[src/rtl/mdu_ctrl.sv]
// mdu_ctrl: fixed-latency multiply/divide unit with HI/LO registers and hazard stall request.
// The divider is built only when MDU_DIV_EN is defined; otherwise ops 3/4 behave as no-ops.
module mdu_ctrl (
    input  logic        clk,
    input  logic        reset,
    input  logic [2:0]  op,
    input  logic [31:0] A,
    input  logic [31:0] B,
    input  logic        hl_sel,
    input  logic        md_use_D,
    output logic [31:0] HL_out,
    output logic        busy,
    output logic        stall_req
);
    localparam int unsigned XLEN = 32;
    localparam int unsigned CW   = 4;
    localparam logic [CW-1:0] MULT_CNT = CW'(4);
`ifdef MDU_DIV_EN
    localparam logic [CW-1:0] DIV_CNT  = CW'(9);

    typedef enum logic [1:0] {IDLE = 2'd0, MULT = 2'd1, DIV = 2'd2} state_e;
`else
    typedef enum logic [1:0] {IDLE = 2'd0, MULT = 2'd1} state_e;
`endif

    state_e            state_q, state_d;
    logic [CW-1:0]     cnt_q, cnt_d;
    logic [XLEN-1:0]   a_q, a_d, b_q, b_d;
    logic              sgn_q, sgn_d;
    logic [XLEN-1:0]   hi_q, hi_d, lo_q, lo_d;

    logic              is_mul_op, is_div_op;
    logic signed [2*XLEN-1:0] a_ext, b_ext, prod;

    assign is_mul_op = (op == 3'd1) || (op == 3'd2);
`ifdef MDU_DIV_EN
    assign is_div_op = (op == 3'd3) || (op == 3'd4);
`else
    assign is_div_op = 1'b0;
`endif

    // Extending both operands to 64 bits makes one multiplier serve signed and unsigned modes.
    always_comb begin
        a_ext = {{XLEN{sgn_q & a_q[XLEN-1]}}, a_q};
        b_ext = {{XLEN{sgn_q & b_q[XLEN-1]}}, b_q};
        prod  = a_ext * b_ext;
    end

`ifdef MDU_DIV_EN
    logic            a_neg, b_neg;
    logic [XLEN-1:0] a_mag, b_mag, q_mag, r_mag, quot, rem;

    // Divide magnitudes, then restore signs: quotient truncates toward zero, remainder follows dividend.
    always_comb begin
        a_neg = sgn_q & a_q[XLEN-1];
        b_neg = sgn_q & b_q[XLEN-1];
        a_mag = a_neg ? -a_q : a_q;
        b_mag = b_neg ? -b_q : b_q;
        q_mag = a_mag / b_mag;
        r_mag = a_mag % b_mag;
        quot  = (a_neg ^ b_neg) ? -q_mag : q_mag;
        rem   = a_neg ? -r_mag : r_mag;
    end
`endif

    always_comb begin
        state_d = state_q;
        cnt_d   = cnt_q;
        a_d     = a_q;
        b_d     = b_q;
        sgn_d   = sgn_q;
        hi_d    = hi_q;
        lo_d    = lo_q;
        case (state_q)
            IDLE: begin
                if (is_mul_op) begin
                    a_d     = A;
                    b_d     = B;
                    sgn_d   = (op == 3'd1);
                    cnt_d   = MULT_CNT;
                    state_d = MULT;
                end
`ifdef MDU_DIV_EN
                else if (is_div_op) begin
                    a_d     = A;
                    b_d     = B;
                    sgn_d   = (op == 3'd3);
                    cnt_d   = DIV_CNT;
                    state_d = DIV;
                end
`endif
                else if (op == 3'd5) begin
                    hi_d = A;
                end else if (op == 3'd6) begin
                    lo_d = A;
                end
            end
            MULT: begin
                if (cnt_q == CW'(0)) begin
                    hi_d    = prod[2*XLEN-1:XLEN];
                    lo_d    = prod[XLEN-1:0];
                    state_d = IDLE;
                end else begin
                    cnt_d = cnt_q - CW'(1);
                end
            end
`ifdef MDU_DIV_EN
            DIV: begin
                if (cnt_q == CW'(0)) begin
                    if (b_q != XLEN'(0)) begin
                        hi_d = rem;
                        lo_d = quot;
                    end
                    state_d = IDLE;
                end else begin
                    cnt_d = cnt_q - CW'(1);
                end
            end
`endif
            default: state_d = IDLE;
        endcase
    end

    always_ff @(posedge clk or negedge reset) begin
        if (!reset) begin
            state_q <= IDLE;
            cnt_q   <= '0;
            a_q     <= '0;
            b_q     <= '0;
            sgn_q   <= 1'b0;
            hi_q    <= '0;
            lo_q    <= '0;
        end else begin
            state_q <= state_d;
            cnt_q   <= cnt_d;
            a_q     <= a_d;
            b_q     <= b_d;
            sgn_q   <= sgn_d;
            hi_q    <= hi_d;
            lo_q    <= lo_d;
        end
    end

    assign busy      = (state_q != IDLE);
    assign stall_req = md_use_D & (busy | is_mul_op | is_div_op);
    assign HL_out    = hl_sel ? hi_q : lo_q;

endmodule

[config.mk]
export PLATFORM = sky130hd
export DESIGN_NAME = mdu_ctrl
export DESIGN_NICKNAME = d
export VERILOG_FILES = /design/src/rtl/mdu_ctrl.sv
export SDC_FILE = /design/constraint.sdc
export NUM_CORES = 2
export LEC_CHECK = 0
export BUFFER_PORTS_ARGS = -buffer_cell sky130_fd_sc_hd__buf_2
export CAP_MARGIN = 30
export CORE_MARGIN = 2
export CORE_UTILIZATION = 50
export DETAILED_ROUTE_END_ITERATION = 10
export GPL_TIMING_DRIVEN = 0
export PLACE_DENSITY = 0.72
export SLEW_MARGIN = 30
export SYNTH_ARGS = -nofsm -noshare
export SYNTH_HDL_FRONTEND = slang
export SYNTH_SLANG_ARGS = --single-unit
[constraint.sdc]
create_clock -name clk -period 21.8 [get_ports clk]
set_input_delay 4.36 -clock clk [delete_from_list [all_inputs] [get_ports clk]]
set_output_delay 4.36 -clock clk [all_outputs]
set_load 0.03 [all_outputs]
Word-level counts from Yosys, hierarchy flattened
Index checks and enable logic that the tools add are counted.
{"block": "word_totals", "regBits": 135, "latchBits": 0, "ram_bits": 0, "mem_bits_ro": 0, "inputBits": 71, "out_inout_bits": 34, "wordCells": 51, "n_memories": 0}
{"block": "classes", "addsub": 1, "multipliers": 1, "div": 0, "order_cmp": 0, "n_eq_ne": 12, "shifts": 0, "mux": 16, "bitwise": 4, "n_reduce_logical": 10}
{"op": "32-bit 2-to-1 mux", "n": 8}
{"op": "32-bit one-hot mux with 2 select lines", "n": 2}
{"op": "33-bit by 33-bit multiplier with 64-bit output", "n": 1}
{"op": "2-bit != test (second input constant)", "n": 7}
{"op": "4-bit 2-to-1 mux", "n": 2}
{"op": "4-bit one-hot mux with 2 select lines", "n": 1}
{"op": "3-bit equality test (second input constant)", "n": 2}
{"op": "5-bit AND reduction", "n": 1}
{"op": "4-bit logical NOT", "n": 1}
{"op": "2-bit 2-to-1 mux", "n": 2}
{"op": "2-bit one-hot mux with 2 select lines", "n": 1}
{"op": "2-bit AND reduction", "n": 2}
{"op": "4-bit AND reduction", "n": 1}
{"op": "2-bit nonzero test", "n": 2}
{"op": "4-bit by 1-bit subtractor with 4-bit output (second input constant)", "n": 1}
{"op": "1-bit AND", "n": 3}
{"op": "3-bit by 1-bit equality test with 1-bit output (second input constant)", "n": 1}
{"op": "3-bit by 2-bit equality test with 1-bit output (second input constant)", "n": 1}
{"op": "3-bit AND reduction", "n": 1}
{"op": "2-bit by 1-bit equality test with 1-bit output (second input constant)", "n": 1}
{"op": "2-bit logical NOT", "n": 1}
{"op": "1-bit logical OR", "n": 1}
{"op": "1-bit OR", "n": 1}

Longest topological paths before layout
{"block": "depth", "depth_word": 5, "mapped_depth": 32, "ltp_nobuf": 30}

Worst setup path after synthesis
No wires, ideal clock.
{"block": "synth_path", "path_type": "input port to output port", "startpoint": "input hl_sel", "endpoint": "output HL_out[10]", "arrival_time_ps": 5331, "t_required_ps": 17440, "slack_ps": 12109, "stages": 3, "n_path_buf": 2, "cell_sequence": "clkbuf_1 > buf_1 > mux2_2"}
{"block": "synth_via", "elab_chain_cells": 1}
{"item": "from (decl)", "line_no": "9", "rtl": "input logic hl_sel,"}
{"item": "32-bit 2-to-1 mux", "line_no": "146", "rtl": "assign HL_out = hl_sel ? hi_q : lo_q;"}
{"item": "to (decl)", "line_no": "11", "rtl": "output logic [31:0] HL_out,"}
No other way between the ends.

Worst setup path in the final report
{"block": "layout_path", "startpoint": "register a_q[31]", "endpoint": "register hi_q[30]"}
{"block": "layout_via", "elab_chain_cells": 4}
{"item": "from (decl)", "line_no": "28", "rtl": "logic [XLEN-1:0] a_q, a_d, b_q, b_d;"}
{"item": "from (signal assigned)", "line_no": "128", "rtl": "a_q <= '0;"}
{"item": "from (signal assigned)", "line_no": "136", "rtl": "a_q <= a_d;"}
{"item": "1-bit AND", "line_no": "44", "rtl": "a_ext = {{XLEN{sgn_q & a_q[XLEN-1]}}, a_q};"}
{"item": "33-bit by 33-bit multiplier with 64-bit output *", "line_no": "46", "rtl": "prod = a_ext * b_ext;"}
{"item": "32-bit 2-to-1 mux *", "line_no": "99", "rtl": "if (cnt_q == CW'(0)) begin"}
{"item": "32-bit one-hot mux with 2 select lines *", "line_no": "74", "rtl": "case (state_q)"}
{"item": "to (signal assigned)", "line_no": "139", "rtl": "hi_q <= hi_d;"}
{"item": "to (decl)", "line_no": "30", "rtl": "logic [XLEN-1:0] hi_q, hi_d, lo_q, lo_d;"}
Every way passes the cells marked *; elsewhere a longest branch is shown, timed or not. The select of a mux whose other input is x is not followed.
A chain may end at the register's enable or synchronous reset.

==> results.txt <==
Final Hold Vio Count: 0
Core Rows: 108
global-route wire length before repair: 234000 um
Tmin final: 10850 ps
CTS Buf Count: 17
core area: 86600 um2
Critical Path End Type: flop
number of post-CTS setup repair buffers: 0
final setup TNS: 0 ps
Mapped Cells: 4680
commonest non-fill, non-tap cells in the layout: inv_1, fa_1, nand2_1, and2_1, clkbuf_1
area leader, netlist: fa_1
Vert. Die Dim: 299 um
Final GP Congestion: 1.10
Worst slew margin: 23.1%
crit path DAT: 11180 ps
Slew @ Worst Pin: 1140 ps
Synth cell types: 54
vias in the first global route: 36400
status: completed
CP Class: reg2reg
Congestion Overflow GR: 0
DR vias: 34100
Clock transition at path regs: 60 ps
Skew-Pair Late Insertion Delay: 510 ps
TritonCTS clock tree: done
Critical Path Start Type: flop
syn_nets: 6089
Area Overhead vs Synth: 6.15%
ys async rst share: 100%
Die X: 299 um
Cell Area, Synth: 43600 um2
DR WL/cell: 26.4 um
H-tree levels: 4
period utilization: 49.8%
RSZ-0062 raised after global routing: no
Main synth FF type: dfrtp_1
Die ar.: 89600 um2
Synth area leaders: fa_1, inv_1, dfrtp_1, nand2_1, ha_1
final setup violation count: 0
final worst hold slack: 480 ps
flop and latch count out of synthesis: 134
Clock Tree Root: clkbuf_16
Ports: 105
ANT nets after route: 0
Synth Warn #: 0
initial antenna violation count: 20
Highest Clock Rate: 92.1 MHz
Max Slew Vio Count: 0
most frequent CP cell: fa_1
Worst path slowest cell: fa_1
DRC Markers: 0
share of the synthesized area in the top cell type: 51.7%
TritonCTS Sinks: 134
largest net degree at the start of global routing: 51
Initial Util: 50.3%
Min-Delay Path Class: reg2reg
hold_buf cts: 0
DR vias/cell: 5.70
hpwl dp: 134000 um
post-CTS sizing: 0
starting DRC count in detailed routing: 3499
MaxCap Viol Count: 0
port bufs: 103
Final WS setup: 10950 ps
crit-path max cell delay: 990 ps
proportion of layout cells with a drive suffix above 1: 5.54%
Initial DRT Pass Iterations: 6
CTS Buffer Depth: 2
GRT Resource Usage Total: 36.4%
commonest non-fill, non-tap cell in the layout: inv_1
number of flops mapped to enable cells by yosys: 0
Worst Path Max Fanout: 10
Setup Skew: 63.0 ps
Syn Area/Cell: 9.32 um2
Final nets: 6217
sequential share of the synthesized area: 7.69%
DRT Wirelength: 158000 um
pre-CTS setup slack: 11070 ps
Critical Path RT: 22120 ps
Yosys cell counts (2+ instances only):
cell	n
a211o_1	3
a211oi_1	2
a21boi_0	2
a21o_1	23
a21oi_1	109
a221oi_1	4
a31o_2	2
a31oi_1	10
and2_1	348
and3_1	25
buf_1	6
clkbuf_1	262
dfrtp_1	134
fa_1	1125
ha_1	213
inv_1	1128
mux2_2	96
mux2i_1	10
nand2_1	803
nand2b_1	9
nand3_1	22
nand4_1	14
nor2_1	57
nor2b_1	19
nor3_1	12
o211ai_1	16
o21a_1	6
o21ai_0	88
o21ai_1	5
o21bai_1	13
o221a_2	2
o22ai_1	2
o31a_1	2
o41ai_1	2
or2_2	8
or3_1	3
xnor2_1	58
xor2_1	21
flip-flops by register name (all words and copies together), names as in the netlist:
signal and cells:
lo_q 32, sgn_q 1, state_q 1, a_q 32, cnt_q 4, hi_q 32, b_q 32
through the flow:
step	cells	utilization (%)	cell area [um2]
final	5981	53.4	46300
after detailed placement	5941	52.7	45600
after global placement	5938	52.6	45600
after CTS	5971	53.4	46200
after global routing	5975	53.4	46300
after floorplan	4680	-	43600
area by class of cell:
| cell class | count | area, um2 |
|---|---|---|
| antenna | 7 | 17.5 |
| buffer | 268 | 1020 |
| clock buffer | 20 | 457 |
| clock inverter | 10 | 123 |
| fill | 7947 | 40300 |
| inverter | 1128 | 4230 |
| multi-input combinational | 3150 | 35000 |
| sequential | 134 | 3350 |
| tap | 1155 | 1450 |
| timing repair buffer | 109 | 619 |
worst paths after layout:
check                      slack [ps]                 from              endpoint  cells past startpoint
hold / removal                    480  lo_q[5]$_DFFE_PN0P_   lo_q[5]$_DFFE_PN0P_                      2
setup reg to reg                10950  a_q[31]$_DFFE_PN0P_  hi_q[30]$_DFFE_PN0P_                     29
setup / recovery                10950  a_q[31]$_DFFE_PN0P_  hi_q[30]$_DFFE_PN0P_                     29
max in group asynchronous       17140                reset    b_q[2]$_DFFE_PN0P_                      3
min in group asynchronous        3770                reset  hi_q[17]$_DFFE_PN0P_                      1
hold reg to reg                   480  lo_q[5]$_DFFE_PN0P_   lo_q[5]$_DFFE_PN0P_                      2
worst max-delay path: cells and delay by family (launching register included):
family                     cells  cell delay (ps)
adders and majority gates      9             4940
AOI/OAI and AO/OA              5             1310
buffers and inverters         10             2600
xor gates and xnor gates       1              160
DFF                            1              320
and+or+nand+nor                4             1350
cell families after synthesis:
family | share of synthesized area, %
compound gates | 4.22
xor+xnor | 1.59
fa+ha+maj | 57.8
buf+inv | 12.0
flops | 7.69
mux | 2.71
simple gates | 14.0
per-layer routing:
layer	share of wire [%]	GRT usage, %
met1	35	45.7
met4	8.9	25.8
met5	0.042	0
met3	13	10.7
met2	43	54.1
Power is not shown: default switching activity piles up to over one toggle a cycle in this logic, so the estimate is an artifact.
